==> src/rtl/multicycle_control_if.sv <==
// Control bundle between the multicycle controller and the MIPS-lite datapath.
// The controller uses the master modport; the datapath side uses slave.
interface multicycle_control_if;
  logic [5:0] opcode;
  logic       mem_ready;
  logic       rs_neg;
  logic       n_flag;

  logic       pcwrite;
  logic       pcwritecond;
  logic       irwrite;
  logic       regwrite;
  logic       memread;
  logic       memwrite;
  logic       iord;
  logic       memtoreg;
  logic       regdest;
  logic       alusrca;
  logic       link;
  logic [1:0] alusrcb;
  logic [1:0] aluop;
  logic [1:0] pcsource;
  logic [3:0] state;
  logic       instr_done;
  logic [1:0] fault;

  modport master (
    input  opcode, mem_ready, rs_neg, n_flag,
    output pcwrite, pcwritecond, irwrite, regwrite, memread, memwrite,
           iord, memtoreg, regdest, alusrca, link, alusrcb, aluop, pcsource,
           state, instr_done, fault
  );

  modport slave (
    output opcode, mem_ready, rs_neg, n_flag,
    input  pcwrite, pcwritecond, irwrite, regwrite, memread, memwrite,
           iord, memtoreg, regdest, alusrca, link, alusrcb, aluop, pcsource,
           state, instr_done, fault
  );
endinterface

==> src/rtl/multicycle_control.sv <==
// 16-state Moore control FSM for the MIPS-lite multicycle datapath, with a
// memory-ready wait counter and a sticky fault code (illegal opcode / timeout).
module multicycle_control #(
  parameter logic [5:0]  OP_LW     = 6'd35,
  parameter logic [5:0]  OP_SW     = 6'd43,
  parameter logic [5:0]  OP_BEQ    = 6'd4,
  parameter logic [5:0]  OP_J      = 6'd2,
  parameter logic [5:0]  OP_ORI    = 6'd13,
  parameter logic [5:0]  OP_BLTZAL = 6'd34,
  parameter logic [5:0]  OP_JSPAL  = 6'd19,
  parameter logic [5:0]  OP_BALN   = 6'd27,
  parameter int unsigned WAIT_MAX  = 15
) (
  input logic                  clk,
  input logic                  reset,
  multicycle_control_if.master bus
);

  localparam int CW = (WAIT_MAX > 0) ? $clog2(WAIT_MAX + 1) : 1;

  typedef enum logic [3:0] {
    S_FETCH  = 4'd0,  S_DECODE = 4'd1,  S_MEMADR = 4'd2,  S_MEMRD  = 4'd3,
    S_WB_MEM = 4'd4,  S_MEMWR  = 4'd5,  S_EXEC   = 4'd6,  S_WB_ALU = 4'd7,
    S_BEQ    = 4'd8,  S_JUMP   = 4'd9,  S_ORI_EX = 4'd10, S_ORI_WB = 4'd11,
    S_BLTZAL = 4'd12, S_JSPAL  = 4'd13, S_BALN   = 4'd14, S_FAULT  = 4'd15
  } state_t;

  localparam logic [1:0] F_NONE    = 2'b00;
  localparam logic [1:0] F_ILLEGAL = 2'b01;
  localparam logic [1:0] F_TIMEOUT = 2'b10;

  state_t        state, state_next;
  logic [CW-1:0] wait_cnt, wait_next;
  logic [1:0]    fault_q, fault_next;
  logic          timed_out, mem_state;

  logic pcwrite, pcwritecond, irwrite, regwrite, memread, memwrite;
  logic iord, memtoreg, regdest, alusrca, link, instr_done;
  logic [1:0] alusrcb, aluop, pcsource;

  // NOTE: sequential state uses non-blocking assignments so every register
  // samples the values from before this edge, independent of statement order.
  always_ff @(posedge clk) begin
    if (reset) begin
      state    <= S_FETCH;
      wait_cnt <= '0;
      fault_q  <= F_NONE;
    end else begin
      state    <= state_next;
      wait_cnt <= wait_next;
      fault_q  <= fault_next;
    end
  end

  assign timed_out = (WAIT_MAX != 0) && (wait_cnt == CW'(WAIT_MAX));
  assign mem_state = (state == S_FETCH) || (state == S_MEMRD) ||
                     (state == S_MEMWR) || (state == S_JSPAL);

  // NOTE: every signal written here gets a default first; a path that left
  // one unassigned would infer a latch.
  always_comb begin
    state_next  = state;
    fault_next  = fault_q;
    pcwrite     = 1'b0;
    pcwritecond = 1'b0;
    irwrite     = 1'b0;
    regwrite    = 1'b0;
    memread     = 1'b0;
    memwrite    = 1'b0;
    iord        = 1'b0;
    memtoreg    = 1'b0;
    regdest     = 1'b0;
    alusrca     = 1'b0;
    link        = 1'b0;
    instr_done  = 1'b0;
    alusrcb     = 2'b00;
    aluop       = 2'b00;
    pcsource    = 2'b00;

    case (state)
      S_FETCH: begin
        memread = 1'b1;
        alusrcb = 2'b01;
        if (bus.mem_ready) begin
          irwrite    = 1'b1;
          pcwrite    = 1'b1;
          state_next = S_DECODE;
        end else if (timed_out) begin
          state_next = S_FAULT;
          fault_next = F_TIMEOUT;
        end
      end
      S_DECODE: begin
        alusrcb = 2'b11;
        case (bus.opcode)
          6'd0:         state_next = S_EXEC;
          OP_LW, OP_SW: state_next = S_MEMADR;
          OP_BEQ:       state_next = S_BEQ;
          OP_J:         state_next = S_JUMP;
          OP_ORI:       state_next = S_ORI_EX;
          OP_BLTZAL:    state_next = S_BLTZAL;
          OP_JSPAL:     state_next = S_JSPAL;
          OP_BALN:      state_next = S_BALN;
          default: begin
            state_next = S_FAULT;
            fault_next = F_ILLEGAL;
          end
        endcase
      end
      S_MEMADR: begin
        alusrca    = 1'b1;
        alusrcb    = 2'b10;
        state_next = (bus.opcode == OP_LW) ? S_MEMRD : S_MEMWR;
      end
      S_MEMRD: begin
        memread = 1'b1;
        iord    = 1'b1;
        if (bus.mem_ready) begin
          state_next = S_WB_MEM;
        end else if (timed_out) begin
          state_next = S_FAULT;
          fault_next = F_TIMEOUT;
        end
      end
      S_WB_MEM: begin
        regwrite   = 1'b1;
        memtoreg   = 1'b1;
        instr_done = 1'b1;
        state_next = S_FETCH;
      end
      S_MEMWR: begin
        memwrite = 1'b1;
        iord     = 1'b1;
        if (bus.mem_ready) begin
          instr_done = 1'b1;
          state_next = S_FETCH;
        end else if (timed_out) begin
          state_next = S_FAULT;
          fault_next = F_TIMEOUT;
        end
      end
      S_EXEC: begin
        alusrca    = 1'b1;
        aluop      = 2'b10;
        state_next = S_WB_ALU;
      end
      S_WB_ALU: begin
        regwrite   = 1'b1;
        regdest    = 1'b1;
        instr_done = 1'b1;
        state_next = S_FETCH;
      end
      S_BEQ: begin
        alusrca     = 1'b1;
        aluop       = 2'b01;
        pcwritecond = 1'b1;
        pcsource    = 2'b01;
        instr_done  = 1'b1;
        state_next  = S_FETCH;
      end
      S_JUMP: begin
        pcwrite    = 1'b1;
        pcsource   = 2'b10;
        instr_done = 1'b1;
        state_next = S_FETCH;
      end
      S_ORI_EX: begin
        alusrca    = 1'b1;
        alusrcb    = 2'b10;
        aluop      = 2'b11;
        state_next = S_ORI_WB;
      end
      S_ORI_WB: begin
        regwrite   = 1'b1;
        instr_done = 1'b1;
        state_next = S_FETCH;
      end
      S_BLTZAL: begin
        link       = 1'b1;
        pcsource   = 2'b01;
        regwrite   = bus.rs_neg;
        pcwrite    = bus.rs_neg;
        instr_done = 1'b1;
        state_next = S_FETCH;
      end
      S_JSPAL: begin
        memwrite = 1'b1;
        iord     = 1'b1;
        link     = 1'b1;
        if (bus.mem_ready) begin
          pcwrite    = 1'b1;
          pcsource   = 2'b10;
          instr_done = 1'b1;
          state_next = S_FETCH;
        end else if (timed_out) begin
          state_next = S_FAULT;
          fault_next = F_TIMEOUT;
        end
      end
      S_BALN: begin
        link       = 1'b1;
        pcsource   = 2'b10;
        regwrite   = bus.n_flag;
        pcwrite    = bus.n_flag;
        instr_done = 1'b1;
        state_next = S_FETCH;
      end
      S_FAULT: ;
      default: ;
    endcase

    // Counter restarts whenever a state is entered; only stalls advance it.
    if (state_next != state) begin
      wait_next = '0;
    end else if (mem_state && !bus.mem_ready) begin
      wait_next = wait_cnt + CW'(1);
    end else begin
      wait_next = wait_cnt;
    end
  end

  // Architectural write enables are suppressed while reset is asserted.
  assign bus.pcwrite     = pcwrite     & ~reset;
  assign bus.pcwritecond = pcwritecond & ~reset;
  assign bus.irwrite     = irwrite     & ~reset;
  assign bus.regwrite    = regwrite    & ~reset;
  assign bus.memwrite    = memwrite    & ~reset;
  assign bus.memread     = memread;
  assign bus.iord        = iord;
  assign bus.memtoreg    = memtoreg;
  assign bus.regdest     = regdest;
  assign bus.alusrca     = alusrca;
  assign bus.link        = link;
  assign bus.alusrcb     = alusrcb;
  assign bus.aluop       = aluop;
  assign bus.pcsource    = pcsource;
  assign bus.instr_done  = instr_done;
  assign bus.state       = state;
  assign bus.fault       = fault_q;

endmodule

==> src/flat_wrapper.sv <==
// flat-port wrapper written by rule: the top's interface ports become plain ports
module multicycle_control_flat 
#(
  parameter logic [5:0]  OP_LW     = 6'd35,
  parameter logic [5:0]  OP_SW     = 6'd43,
  parameter logic [5:0]  OP_BEQ    = 6'd4,
  parameter logic [5:0]  OP_J      = 6'd2,
  parameter logic [5:0]  OP_ORI    = 6'd13,
  parameter logic [5:0]  OP_BLTZAL = 6'd34,
  parameter logic [5:0]  OP_JSPAL  = 6'd19,
  parameter logic [5:0]  OP_BALN   = 6'd27,
  parameter int unsigned WAIT_MAX  = 15
)
  (clk, reset, bus_opcode, bus_mem_ready, bus_rs_neg, bus_n_flag, bus_pcwrite, bus_pcwritecond, bus_irwrite, bus_regwrite, bus_memread, bus_memwrite, bus_iord, bus_memtoreg, bus_regdest, bus_alusrca, bus_link, bus_alusrcb, bus_aluop, bus_pcsource, bus_state, bus_instr_done, bus_fault);
  multicycle_control_if bus_i ();
  input logic clk;
  input logic reset;
  input wire logic [$bits(bus_i.opcode)-1:0] bus_opcode;
  input wire logic [$bits(bus_i.mem_ready)-1:0] bus_mem_ready;
  input wire logic [$bits(bus_i.rs_neg)-1:0] bus_rs_neg;
  input wire logic [$bits(bus_i.n_flag)-1:0] bus_n_flag;
  output wire logic [$bits(bus_i.pcwrite)-1:0] bus_pcwrite;
  output wire logic [$bits(bus_i.pcwritecond)-1:0] bus_pcwritecond;
  output wire logic [$bits(bus_i.irwrite)-1:0] bus_irwrite;
  output wire logic [$bits(bus_i.regwrite)-1:0] bus_regwrite;
  output wire logic [$bits(bus_i.memread)-1:0] bus_memread;
  output wire logic [$bits(bus_i.memwrite)-1:0] bus_memwrite;
  output wire logic [$bits(bus_i.iord)-1:0] bus_iord;
  output wire logic [$bits(bus_i.memtoreg)-1:0] bus_memtoreg;
  output wire logic [$bits(bus_i.regdest)-1:0] bus_regdest;
  output wire logic [$bits(bus_i.alusrca)-1:0] bus_alusrca;
  output wire logic [$bits(bus_i.link)-1:0] bus_link;
  output wire logic [$bits(bus_i.alusrcb)-1:0] bus_alusrcb;
  output wire logic [$bits(bus_i.aluop)-1:0] bus_aluop;
  output wire logic [$bits(bus_i.pcsource)-1:0] bus_pcsource;
  output wire logic [$bits(bus_i.state)-1:0] bus_state;
  output wire logic [$bits(bus_i.instr_done)-1:0] bus_instr_done;
  output wire logic [$bits(bus_i.fault)-1:0] bus_fault;
  assign bus_i.opcode = bus_opcode;
  assign bus_i.mem_ready = bus_mem_ready;
  assign bus_i.rs_neg = bus_rs_neg;
  assign bus_i.n_flag = bus_n_flag;
  assign bus_pcwrite = bus_i.pcwrite;
  assign bus_pcwritecond = bus_i.pcwritecond;
  assign bus_irwrite = bus_i.irwrite;
  assign bus_regwrite = bus_i.regwrite;
  assign bus_memread = bus_i.memread;
  assign bus_memwrite = bus_i.memwrite;
  assign bus_iord = bus_i.iord;
  assign bus_memtoreg = bus_i.memtoreg;
  assign bus_regdest = bus_i.regdest;
  assign bus_alusrca = bus_i.alusrca;
  assign bus_link = bus_i.link;
  assign bus_alusrcb = bus_i.alusrcb;
  assign bus_aluop = bus_i.aluop;
  assign bus_pcsource = bus_i.pcsource;
  assign bus_state = bus_i.state;
  assign bus_instr_done = bus_i.instr_done;
  assign bus_fault = bus_i.fault;
  multicycle_control #(.OP_LW(OP_LW), .OP_SW(OP_SW), .OP_BEQ(OP_BEQ), .OP_J(OP_J), .OP_ORI(OP_ORI), .OP_BLTZAL(OP_BLTZAL), .OP_JSPAL(OP_JSPAL), .OP_BALN(OP_BALN), .WAIT_MAX(WAIT_MAX)) u_core (.clk(clk), .reset(reset), .bus(bus_i));
endmodule
==> config.mk <==
export PLATFORM = sky130hd
export DESIGN_NAME = multicycle_control_flat
export DESIGN_NICKNAME = d
export VERILOG_FILES = /design/src/rtl/multicycle_control_if.sv /design/src/rtl/multicycle_control.sv /design/src/flat_wrapper.sv
export SDC_FILE = /design/constraint.sdc
export NUM_CORES = 1
export LEC_CHECK = 0
export BUFFER_PORTS_ARGS = -buffer_cell sky130_fd_sc_hd__buf_4
export CAP_MARGIN = 25
export CELL_PAD_IN_SITES_DETAIL_PLACEMENT = 0
export CELL_PAD_IN_SITES_GLOBAL_PLACEMENT = 2
export CORE_UTILIZATION = 28
export DETAILED_ROUTE_END_ITERATION = 16
export HOLD_SLACK_MARGIN = 0.03
export PLACE_DENSITY = 0.87
export RECOVER_POWER = 50
export SLEW_MARGIN = 20
export SYNTH_ARGS = -nofsm -noshare
export SYNTH_HDL_FRONTEND = slang
export SYNTH_SLANG_ARGS = --single-unit
export TNS_END_PERCENT = 1
==> constraint.sdc <==
create_clock -name clk -period 2.04 [get_ports clk]
set_input_delay 0.408 -clock clk [delete_from_list [all_inputs] [get_ports clk]]
set_output_delay 0.408 -clock clk [all_outputs]
set_load 0.01 [all_outputs]
Word level (Yosys, flattened, before mapping)
Index checks and enable logic that the tools add are counted.
Widths: inputs -> output; s select.
- input bits: 11
- bits in registers: 10
- memory bits (writable): 0
- memories: 0
- logic and storage cells: 89
- latch bits: 0
- output and inout port bits: 24
- memory bits (read-only): 0
- add/sub/neg operators: 1
- reduce and logical (&&, ||, !) cells: 24
- multiply operators: 0
- divide/modulo/power cells: 0
- equality and inequality tests: 27
- shift-type cells: 0
- magnitude comparators: 0
- muxes and demuxes: 28
- bitwise operators: 6
- operator list (operator ; count):
    $pmux 4 s8 ; 2
    $eq 4x4->1 const B ; 8
    $eq 6x6->1 const B ; 3
    $pmux 2 s3 ; 3
    $eq 4x3->1 const B ; 4
    $mux 4 ; 4
    $reduce_or 2->1 ; 8
    $eq 6x5->1 const B ; 2
    $mux 1 ; 10
    $reduce_or 3->1 ; 3
    $reduce_or 9->1 ; 1
    $eq 4x2->1 const B ; 2
    $mux 2 ; 4
    $reduce_or 4->1 ; 2
    $reduce_or 7->1 ; 1
    $eq 6x2->1 const B ; 1
    $eq 6x3->1 const B ; 1
    $eq 6x4->1 const B ; 1
    $logic_not 6->1 ; 1
    $and 1x1->1 ; 5
    $add 4x1->4 const B ; 1
    $eq 4x1->1 const B ; 1
    $logic_not 4->1 ; 1
    $ne 2x2->1 const B ; 2
    13 further kinds ; 15

Depth between registers and ports, before layout
Gate-level depths: netlist (run 1).
- depth in word-level cells: 6
- mapped depth: 7
- gate-level depth less buffers: 6

Worst setup path after synthesis (run 1)
OpenSTA, ideal clock, no wires.
- path type: register to output
- from: register u_core.state[3], in the netlist u_core.bus.state[3]
- to: output port bus_pcwritecond
- data required time: 1.632 ns
- data arrival time: 1.421 ns
- path buffers: 2
- cell stages (with the launch flop): 5
- setup slack: 0.211 ns
- path through: dfxtp_1 -> buf_4 -> clkbuf_1 -> nand2_1 -> nor4_1
- cells in the longest elaborated chain, start to end: 3
- RTL lines (element ; RTL line ; source):
    from (decl) ; multicycle_control.sv:32 ; state_t state, state_next;
    from (signal assigned) ; multicycle_control.sv:49 ; state <= state_next;
    $eq 4x4->1 ; multicycle_control.sv:80 ; case (state)
    $mux 1 ; multicycle_control.sv:80 ;
    $and 1x1->1 ; multicycle_control.sv:224 ; assign bus.pcwritecond = pcwritecond & ~reset;
    to (decl) ; flat_wrapper.sv:23 ; output wire logic [$bits(bus_i.pcwritecond)-1:0] bus_pcwritecond;
Every way passes these cells.

Final worst setup path (run 1)
- from: register u_core.state[1], in the netlist u_core.bus.state[1]
- to: output port bus_instr_done
- cells in the longest elaborated chain, start to end: 3
- elaborated cells between the ends (all ways): 12
- classes of those cells: 9 x eq/ne; 1 x mux; 2 x reduce/logical
- RTL lines (element ; RTL line ; source):
    $eq 4x3->1 or $eq 4x4->1 (tied branches) ; multicycle_control.sv:80 ;
    $reduce_or 7->1 (no source line) or $reduce_or 2->1 (tied branches) ; -- ;
    $pmux 1 s2 (*) ; multicycle_control.sv:80 ;
    to (decl) ; flat_wrapper.sv:37 ; output wire logic [$bits(bus_i.instr_done)-1:0] bus_instr_done;
Every way passes the cells marked *; elsewhere a longest branch is shown, timed or not.

==> flow_metrics.tcl, run 1 <==
set metrics [dict create \
    cts_setup_buffers 0 \
    post_drt_wl_per_cell_um 15.0 \
    clk_latency_ns 0.24 \
    area_growth_pct 36.2 \
    yosysUniqueCellTypes 53 \
    dp_hpwl_um 2920 \
    yosys_warnings 0 \
    drive_gt1_share_pct 29.7 \
    die_h_um 66.8 \
    slew-limit-headroom_pct 61.6 \
    path_clk_slew_ns 0.05 \
    setup_viol 0 \
    critPathMaxStageDelay_ns 0.40 \
    grt-ovfl-total 0 \
    first_pass_iters 4 \
    die-width_um 66.8 \
    crit_chain "nand2b_1 > and4_1 > or3_4 > inv_1 > buf_4" \
    synthXorXnorAreaFrac_pct 1.49 \
    critPathTopFamily "simple AND/OR/NAND/NOR gates" \
    yosysSeqAreaShare_pct 17.0 \
    antennaDiodeCount 0 \
    grt_first_pass_wirelength_um 6290 \
    core_um2 4030 \
    synthAdderAreaFrac_pct 1.06 \
    p_leak_nw 0.665 \
    fin_util_pct 39.8 \
    netlist_area_um2 1180 \
    rows 23 \
    root_buffer "clkbuf_8" \
    globalplace.congestion 0.846 \
    post-route-period-util_pct 96.6 \
    num_vias 1397 \
    max_cap_violations 0 \
    synth-edff-count 0 \
    hold_viol_final 0 \
    synth_top_area_share_pct 17.0 \
    crit_type "flop to output port" \
    ys_ff_latch 10 \
    ys_async_sr_fraction_pct 0 \
    end_kind "output port" \
    syn_inst 165 \
    grt_pass1_vias 1311 \
    post-route-min-period_ns 1.97 \
    portBuffers 34 \
    fillerInstances 416 \
    routed_wl_um 3770 \
    synth_common_cells "nor2_1, a21oi_1, dfxtp_1" \
    total_power_mw 2.19 \
    drc_errors 0 \
    status "complete, no violations" \
    fin_area_um2 1600 \
    grt_setup_unrepaired "true" \
    cp.arrival_ns 1.56 \
    worst-path-buf-inv 2 \
    fin_hold_ws_ns 0.415 \
    yosysMostFrequentCell "nor2_1" \
    synth_nets 177 \
    cts_tree "done" \
    path_max_fanout 13 \
    powerDensity_nw_per_um2 1370 \
    viasPerCell 5.54 \
    required_ns 1.63 \
    grt_start_max_net_pins 24 \
    ioPinCount 35 \
    synth_compound_area_share_pct 31.9 \
    yosys.area.top_type "dfxtp_1" \
    synthMuxAreaShare_pct 1.81 \
    synth_top_family_by_area "simple AND/OR/NAND/NOR gates" \
    cp-start-kind "flop" \
    ctsHoldBuffers 0 \
    synth_area_leaders "dfxtp_1, a21oi_1, nor2_1" \
    placed_area_um2 1540 \
    yosys.area_share.simple_pct 38.2 \
    htreeDepth 1 \
    setup_tns_ns 0 \
    slowest_stage "or3_4" \
    slew_viol_final 0 \
    cts_inserted_buffers 3 \
    cts_num_sinks 10 \
    synth_ff_type "dfxtp_1" \
    ir_drop_mv 0.753 \
    grt.total_usage_pct 18.4 \
    nets 215 \
    tightestPinTransition_ns 0.571 \
    postRouteAntennaNets 0 \
    synth_area_per_cell_um2 7.14 \
    fmax_mhz 507 \
    cts_max_path_buffers 2 \
    initial_core_util_pct 29.2 \
    first_iter_violations 56 \
    fin_skew_ns 0.00125 \
    antenna_found_initial 0 \
    fp.dieArea_um2 4470 \
    min_path_type "input pin to flop" \
]
power breakdown:
group	switching (mW)	internal, mW
Sequential	0.0816	0.255
Combinational	0.854	0.747
Clock	0.0856	0.170
layer usage:
| metal | track usage [%] | vias up | share of wire, % |
|---|---|---|---|
| met3 | 2.40 | 7 | 5.2 |
| met1 | 23.3 | 640 | 46 |
| met5 | 0 | - | 0 |
| li1 | - | 701 | - |
| met4 | 8.51 | 0 | 2.5 |
| met2 | 30.7 | 49 | 46 |
per-stage QoR:
stage / instances / setup slack [ns]
finish: 252 / 0.0686
global route: 252 / -0.0394
CTS: 252 / -0.00518
detailed placement: 248 / 0.0801
global placement: 248 / 0.110
floorplan: 165 / 0.211
sequential cells by signal (all words and copies together) (netlist names):
register and flops:
u_core.bus.state 4, u_core.wait_cnt 4, u_core.bus.fault 2
cells by family (layout without fill, tap and decap cells):
kind of cell / after synthesis / in the layout
buffers and inverters: 20 / 57
AOI/OAI and AO/OA: 53 / 53
muxes: 2 / 2
and+or+nand+nor: 77 / 77
adders and majority gates: 1 / 1
xor gates and xnor gates: 2 / 2
DFF: 10 / 10
cell type report:
class                           count  area (um2)  share of cell area (%)
Clock buffer                        4        55.1                    3.43
Inverter                            6        22.5                    1.40
Multi-Input combinational cell    135         881                    54.9
Sequential cell                    10         209                    13.0
Tap cell                           50        62.6                    3.90
Timing Repair Buffer               47         374                    23.3
cells in the final DEF, fill, tap and decap left out, drive strengths merged, types with 2 or more instances in the layout:
cell type	count
xnor2	2
o22ai	2
and3b	2
o211a	2
inv	6
nor2	17
nor4	6
nor3	9
and2	3
a31oi	4
o21a	3
o21ai	9
or3	2
buf	45
nor2b	4
a311oi	2
clkbuf	6
nor3b	3
nand4	2
nand3	5
nand2	5
a31o	2
and4	2
and3	3
o211ai	3
dfxtp	10
nand2b	7
a32oi	3
a21oi	15
worst paths after layout:
path,end,depth (start not counted),startpoint,slack (ns)
min reg2reg,u_core.bus.fault[0],2,u_core.bus.fault[0],0.48
max,bus_instr_done,5,u_core.bus.state[1],0.07
min,u_core.bus.state[3],2,reset,0.41
max reg2reg,u_core.wait_cnt[3],7,u_core.wait_cnt[0],0.13
timing repair:
item                                    in CTS  in global routing
endpoints found under the setup margin       3                  4
pin swaps                                    0                  1
gates resized for setup                      3                  4
No activity file was read; power rests on OpenSTA's default activity.
==> run 2: changes to the inputs <==
--- a/config.mk
+++ b/config.mk
@@ -9,6 +9,7 @@
 export CAP_MARGIN = 25
 export CELL_PAD_IN_SITES_DETAIL_PLACEMENT = 0
 export CELL_PAD_IN_SITES_GLOBAL_PLACEMENT = 2
+export CORE_MARGIN = 2
 export CORE_UTILIZATION = 28
 export DETAILED_ROUTE_END_ITERATION = 16
 export HOLD_SLACK_MARGIN = 0.03
==> run 2 against run 1 <==
Effect of this change: power decreased by 1.3%; design area decreased by 0.55%; utilization decreased by 0.22 points; setup slack improved by 0.014 ns; sequential power decreased by 6%.
==> flow_metrics.tcl, run 2 (same netlist as run 1, synthesis figures left out) <==
set metrics [dict create \
    ff2ff_path_depth 6 \
    placed_area_um2 1530 \
    cp-start-kind "flop" \
    clk_latency_ns 0.23 \
    hold_viol_final 0 \
    globalplace.congestion 0.869 \
    antennaDiodeCount 0 \
    end_kind "output port" \
    place_ws_ns 0.0365 \
    cts_setup_buffers 0 \
    post-route-period-util_pct 96.0 \
    layout_commonest_cell "buf_4" \
    min_path_cells 2 \
    antenna_found_initial 0 \
    grt_first_pass_wirelength_um 6200 \
    ff2ff_setup_slack_ns 0.10 \
    grt.total_usage_pct 17.0 \
    powerDensity_nw_per_um2 1360 \
    dp_hpwl_um 2900 \
    setup_viol 0 \
    min_path_type "input pin to flop" \
    area_growth_pct 35.5 \
    slew_viol_final 0 \
    post_drt_wl_per_cell_um 14.9 \
    r2r-start "u_core.wait_cnt[0]" \
    grt_start_max_net_pins 24 \
    routed_wl_um 3770 \
    htreeDepth 1 \
    core_um2 4030 \
    postRouteAntennaNets 0 \
    fin_skew_ns 0.00502 \
    ir_drop_mv 0.576 \
    cts_inserted_buffers 3 \
    status "complete, no violations" \
    fmax_mhz 511 \
    grt_setup_unrepaired "false" \
    whs_endpoint "u_core.bus.state[3]" \
    cts_resized 2 \
    max_cap_violations 0 \
    initial_core_util_pct 29.2 \
    die-width_um 68.8 \
    cts_max_path_buffers 2 \
    rows 23 \
    first_iter_violations 61 \
    layout_common_cells "buf_4, nor2_1, a21oi_1, nor3_1, o21ai_0" \
    grt_pass1_vias 1354 \
    slew-limit-headroom_pct 61.1 \
    hp-start "reset" \
    fin_hold_ws_ns 0.418 \
    root_buffer "clkbuf_8" \
    drive_gt1_share_pct 29.1 \
    ioPinCount 35 \
    cts_num_sinks 10 \
    path_max_fanout 8 \
    p_leak_nw 0.653 \
    fillerInstances 443 \
    grt-ovfl-total 0 \
    nets 216 \
    path_clk_slew_ns 0.05 \
    reg2reg_to "u_core.wait_cnt[2]" \
    fin_ws_ns 0.0823 \
    post-route-min-period_ns 1.96 \
    first_pass_iters 5 \
    fp.dieArea_um2 4740 \
    die_h_um 68.8 \
    required_ns 1.63 \
    crit_type "flop to output port" \
    ctsHoldBuffers 0 \
    setup_tns_ns 0 \
    portBuffers 34 \
    tightestPinTransition_ns 0.578 \
    drc_errors 0 \
    viasPerCell 5.57 \
    fin_area_um2 1600 \
    cts_tree "done" \
    total_power_mw 2.16 \
    num_vias 1410 \
    cp.arrival_ns 1.55 \
]
==> run 2: cell count changes in the layout (fill, tap and decap cells not counted), sizes merged <==
cell and delta:
buf -3, clkbuf +4
==> run 2: power breakdown <==
group / internal (mW) / total (mW) / leakage [nW] / switching [mW]
Sequential: 0.249 / 0.318 / 0.0825 / 0.0691
Clock: 0.169 / 0.243 / 0.0288 / 0.0737
Combinational: 0.721 / 1.60 / 0.542 / 0.882
Total: 1.14 / 2.16 / 0.653 / 1.02
==> run 2: worst max-delay path: stages (launching register included) <==
cell      delay (ns)
dfxtp_2         0.36
nand2b_1        0.17
and4_1          0.22
or3_4           0.40
inv_1           0.06
buf_4           0.11
==> run 2: metal layers <==
metal | routed length, um | part of all wire, % | global-route usage, % | vias up
met2 | 1830 | 49 | 29.2 | 36
met5 | 0 | 0 | 0 | -
met1 | 1720 | 45 | 22.0 | 668
met4 | 31 | 0.82 | 6.62 | 0
li1 | - | - | - | 702
met3 | 191 | 5.1 | 1.46 | 4
==> run 2: stage by stage <==
| stage | utilization, % | cells |
|---|---|---|
| after detailed placement | 38.1 | 249 |
| final | 39.6 | 253 |
| after global placement | 38.1 | 249 |
| after floorplan | - | 165 |
| after global routing | 39.6 | 253 |
| after CTS | 39.5 | 253 |
==> run 2: how the worst max path moves through the flow <==
stage / from / end
5_1_grt: u_core.wait_cnt[0] / u_core.wait_cnt[2]
2_1_floorplan: u_core.bus.state[3] / bus_pcwritecond
6_report: u_core.bus.state[1] / bus_instr_done
4_1_cts: u_core.bus.state[1] / bus_instr_done
3_5_place_dp: u_core.bus.state[1] / u_core.wait_cnt[2]
3_3_place_gp: u_core.bus.state[1] / u_core.wait_cnt[2]
==> run 2: area by class of cell <==
type | count | area, um2 | area share, %
Multi-Input combinational cell | 135 | 893 | 56.0
Timing Repair Buffer | 48 | 358 | 22.4
Sequential cell | 10 | 204 | 12.8
Tap cell | 50 | 62.6 | 3.92
Clock buffer | 4 | 55.1 | 3.45
Inverter | 6 | 22.5 | 1.41
==> run 3: changes to the inputs <==
--- a/config.mk
+++ b/config.mk
@@ -6,14 +6,13 @@
 export NUM_CORES = 1
 export LEC_CHECK = 0
 export BUFFER_PORTS_ARGS = -buffer_cell sky130_fd_sc_hd__buf_4
-export CAP_MARGIN = 25
 export CELL_PAD_IN_SITES_DETAIL_PLACEMENT = 0
 export CELL_PAD_IN_SITES_GLOBAL_PLACEMENT = 2
 export CORE_MARGIN = 2
-export CORE_UTILIZATION = 28
+export CORE_UTILIZATION = 30
 export DETAILED_ROUTE_END_ITERATION = 16
 export HOLD_SLACK_MARGIN = 0.03
-export PLACE_DENSITY = 0.87
+export PLACE_DENSITY = 0.92
 export RECOVER_POWER = 50
 export SLEW_MARGIN = 20
 export SYNTH_ARGS = -nofsm -noshare
==> constraint.sdc (replaced) <==
create_clock -name clk -period 2.4 [get_ports clk]
set_input_delay 0.48 -clock clk [delete_from_list [all_inputs] [get_ports clk]]
set_output_delay 0.48 -clock clk [all_outputs]
set_load 0.01 [all_outputs]
==> run 3 against run 2 <==
Effect of this change: design area down 6.3%; global-route usage up 0.15 points; highest routed layer unchanged; combinational power down 25%; critical path type unchanged; largest power group unchanged.
==> flow_metrics.tcl, run 3 (same netlist as run 1, synthesis figures left out) <==
set metrics [dict create \
    setup_viol 0 \
    portBuffers 34 \
    cts_resized 0 \
    layout_commonest_cell "buf_4" \
    grt-ovfl-total 0 \
    swShare_pct 49.5 \
    p_leak_nw 0.605 \
    path_clk_slew_ns 0.05 \
    fmax_mhz 435 \
    met2_usage_pct 29.6 \
    status "complete, no violations" \
    post-route-min-period_ns 2.30 \
    postRouteAntennaNets 0 \
    ioPinCount 35 \
    path_max_fanout 16 \
    dp.cells 241 \
    initial_core_util_pct 31.7 \
    gr-usage-met1_pct 22.9 \
    met3_usage_pct 2.36 \
    slew_viol_final 0 \
    end_kind "output port" \
    rows 22 \
    slew-limit-headroom_pct 56.9 \
    cp-start-kind "flop" \
    clk_latency_ns 0.24 \
    powerDensity_nw_per_um2 1150 \
    post-route-period-util_pct 95.7 \
    placed_area_um2 1470 \
    switching_power_mw 0.849 \
    required_ns 1.92 \
    internal-power_mw 0.867 \
    crit_type "flop to output port" \
    hold_viol_final 0 \
    antennaDiodeCount 0 \
    cts_max_path_buffers 2 \
    fp.dieArea_um2 4440 \
    grt_pass1_vias 1284 \
    grt_first_pass_wirelength_um 6060 \
    grt_start_max_net_pins 17 \
    ctsHoldBuffers 0 \
    nets 210 \
    fin_util_pct 40.2 \
    cts_setup_buffers 0 \
    fin_area_um2 1500 \
    fin_cells 245 \
    tightestPinTransition_ns 0.636 \
    min_path_type "flop to flop" \
    grt-busiest-layer "met2" \
    grt_setup_unrepaired "false" \
    post_drt_wl_per_cell_um 14.9 \
    max_cap_violations 0 \
    dp_hpwl_um 2870 \
    ir_drop_mv 0.380 \
    viasPerCell 5.68 \
    cp.arrival_ns 1.82 \
    combPwrFrac_pct 70.0 \
    setup_tns_ns 0 \
    fin_hold_ws_ns 0.475 \
    routed_wl_um 3660 \
    core_um2 3720 \
    drc_errors 0 \
    drive_gt1_share_pct 22.3 \
    root_buffer "clkbuf_8" \
    fin_skew_ns 0.00233 \
    area_growth_pct 27.0 \
    die-width_um 66.6 \
    layout_common_cells "buf_4, nor2_1, a21oi_1, dfxtp_1" \
    globalplace.congestion 0.818 \
    die_h_um 66.6 \
    cts_tree "done" \
    first_pass_iters 4 \
    p_clk_share_pct 12.3 \
    grt.total_usage_pct 17.2 \
    antenna_found_initial 0 \
    first_iter_violations 72 \
    cts_num_sinks 10 \
    seq_power_share_pct 17.8 \
    cts_inserted_buffers 3 \
    htreeDepth 1 \
    num_vias 1392 \
]
[run 3: final timing paths]
check	from	endpoint	slack (ns)	cells after the start
min reg2reg	u_core.bus.fault[0]	u_core.bus.fault[0]	0.47	2
min	u_core.bus.fault[0]	u_core.bus.fault[0]	0.47	2
max	u_core.bus.state[3]	bus_instr_done	0.10	5
max reg2reg	u_core.bus.state[3]	u_core.wait_cnt[0]	0.28	6
[run 3: power groups by stage]
stage,logic [mW],clock network [mW],registers [mW]
6_report,1.20,0.211,0.305
5_1_grt,1.31,0.228,0.315
4_1_cts,1.25,0.214,0.304
3_5_place_dp,1.24,0,0.307
3_3_place_gp,1.23,0,0.301
2_1_floorplan,0.835,0,0.261
[run 3: per-layer routing]
layer / up-vias / part of all wire, % / routed length (um)
met5: - / 0 / 0
met4: 0 / 0.38 / 14
met3: 2 / 5.9 / 215
met2: 47 / 48 / 1740
met1: 652 / 46 / 1690
li1: 691 / - / -
[run 3: through the flow]
stage / total power, mW / worst slack [ns]
floorplan: 1.10 / 0.499
global placement: 1.53 / 0.394
detailed placement: 1.55 / 0.299
CTS: 1.77 / 0.128
finish: 1.72 / 0.102
global route: 1.85 / 0.0263
[run 3: final cells by class]
class                      instances  area (um2)
fill                             400        2220
multi-input combinational        135         872
timing repair buffer              42         285
sequential                        10         200
tap                               48        60.1
clock buffer                       4        55.1
inverter                           6        22.5
[run 3: worst max-delay path, stage by stage (launching register included)]
cell	delay, ns
dfxtp_1	0.45
nand2b_1	0.28
and4_1	0.24
or3_1	0.42
inv_1	0.08
buf_4	0.11
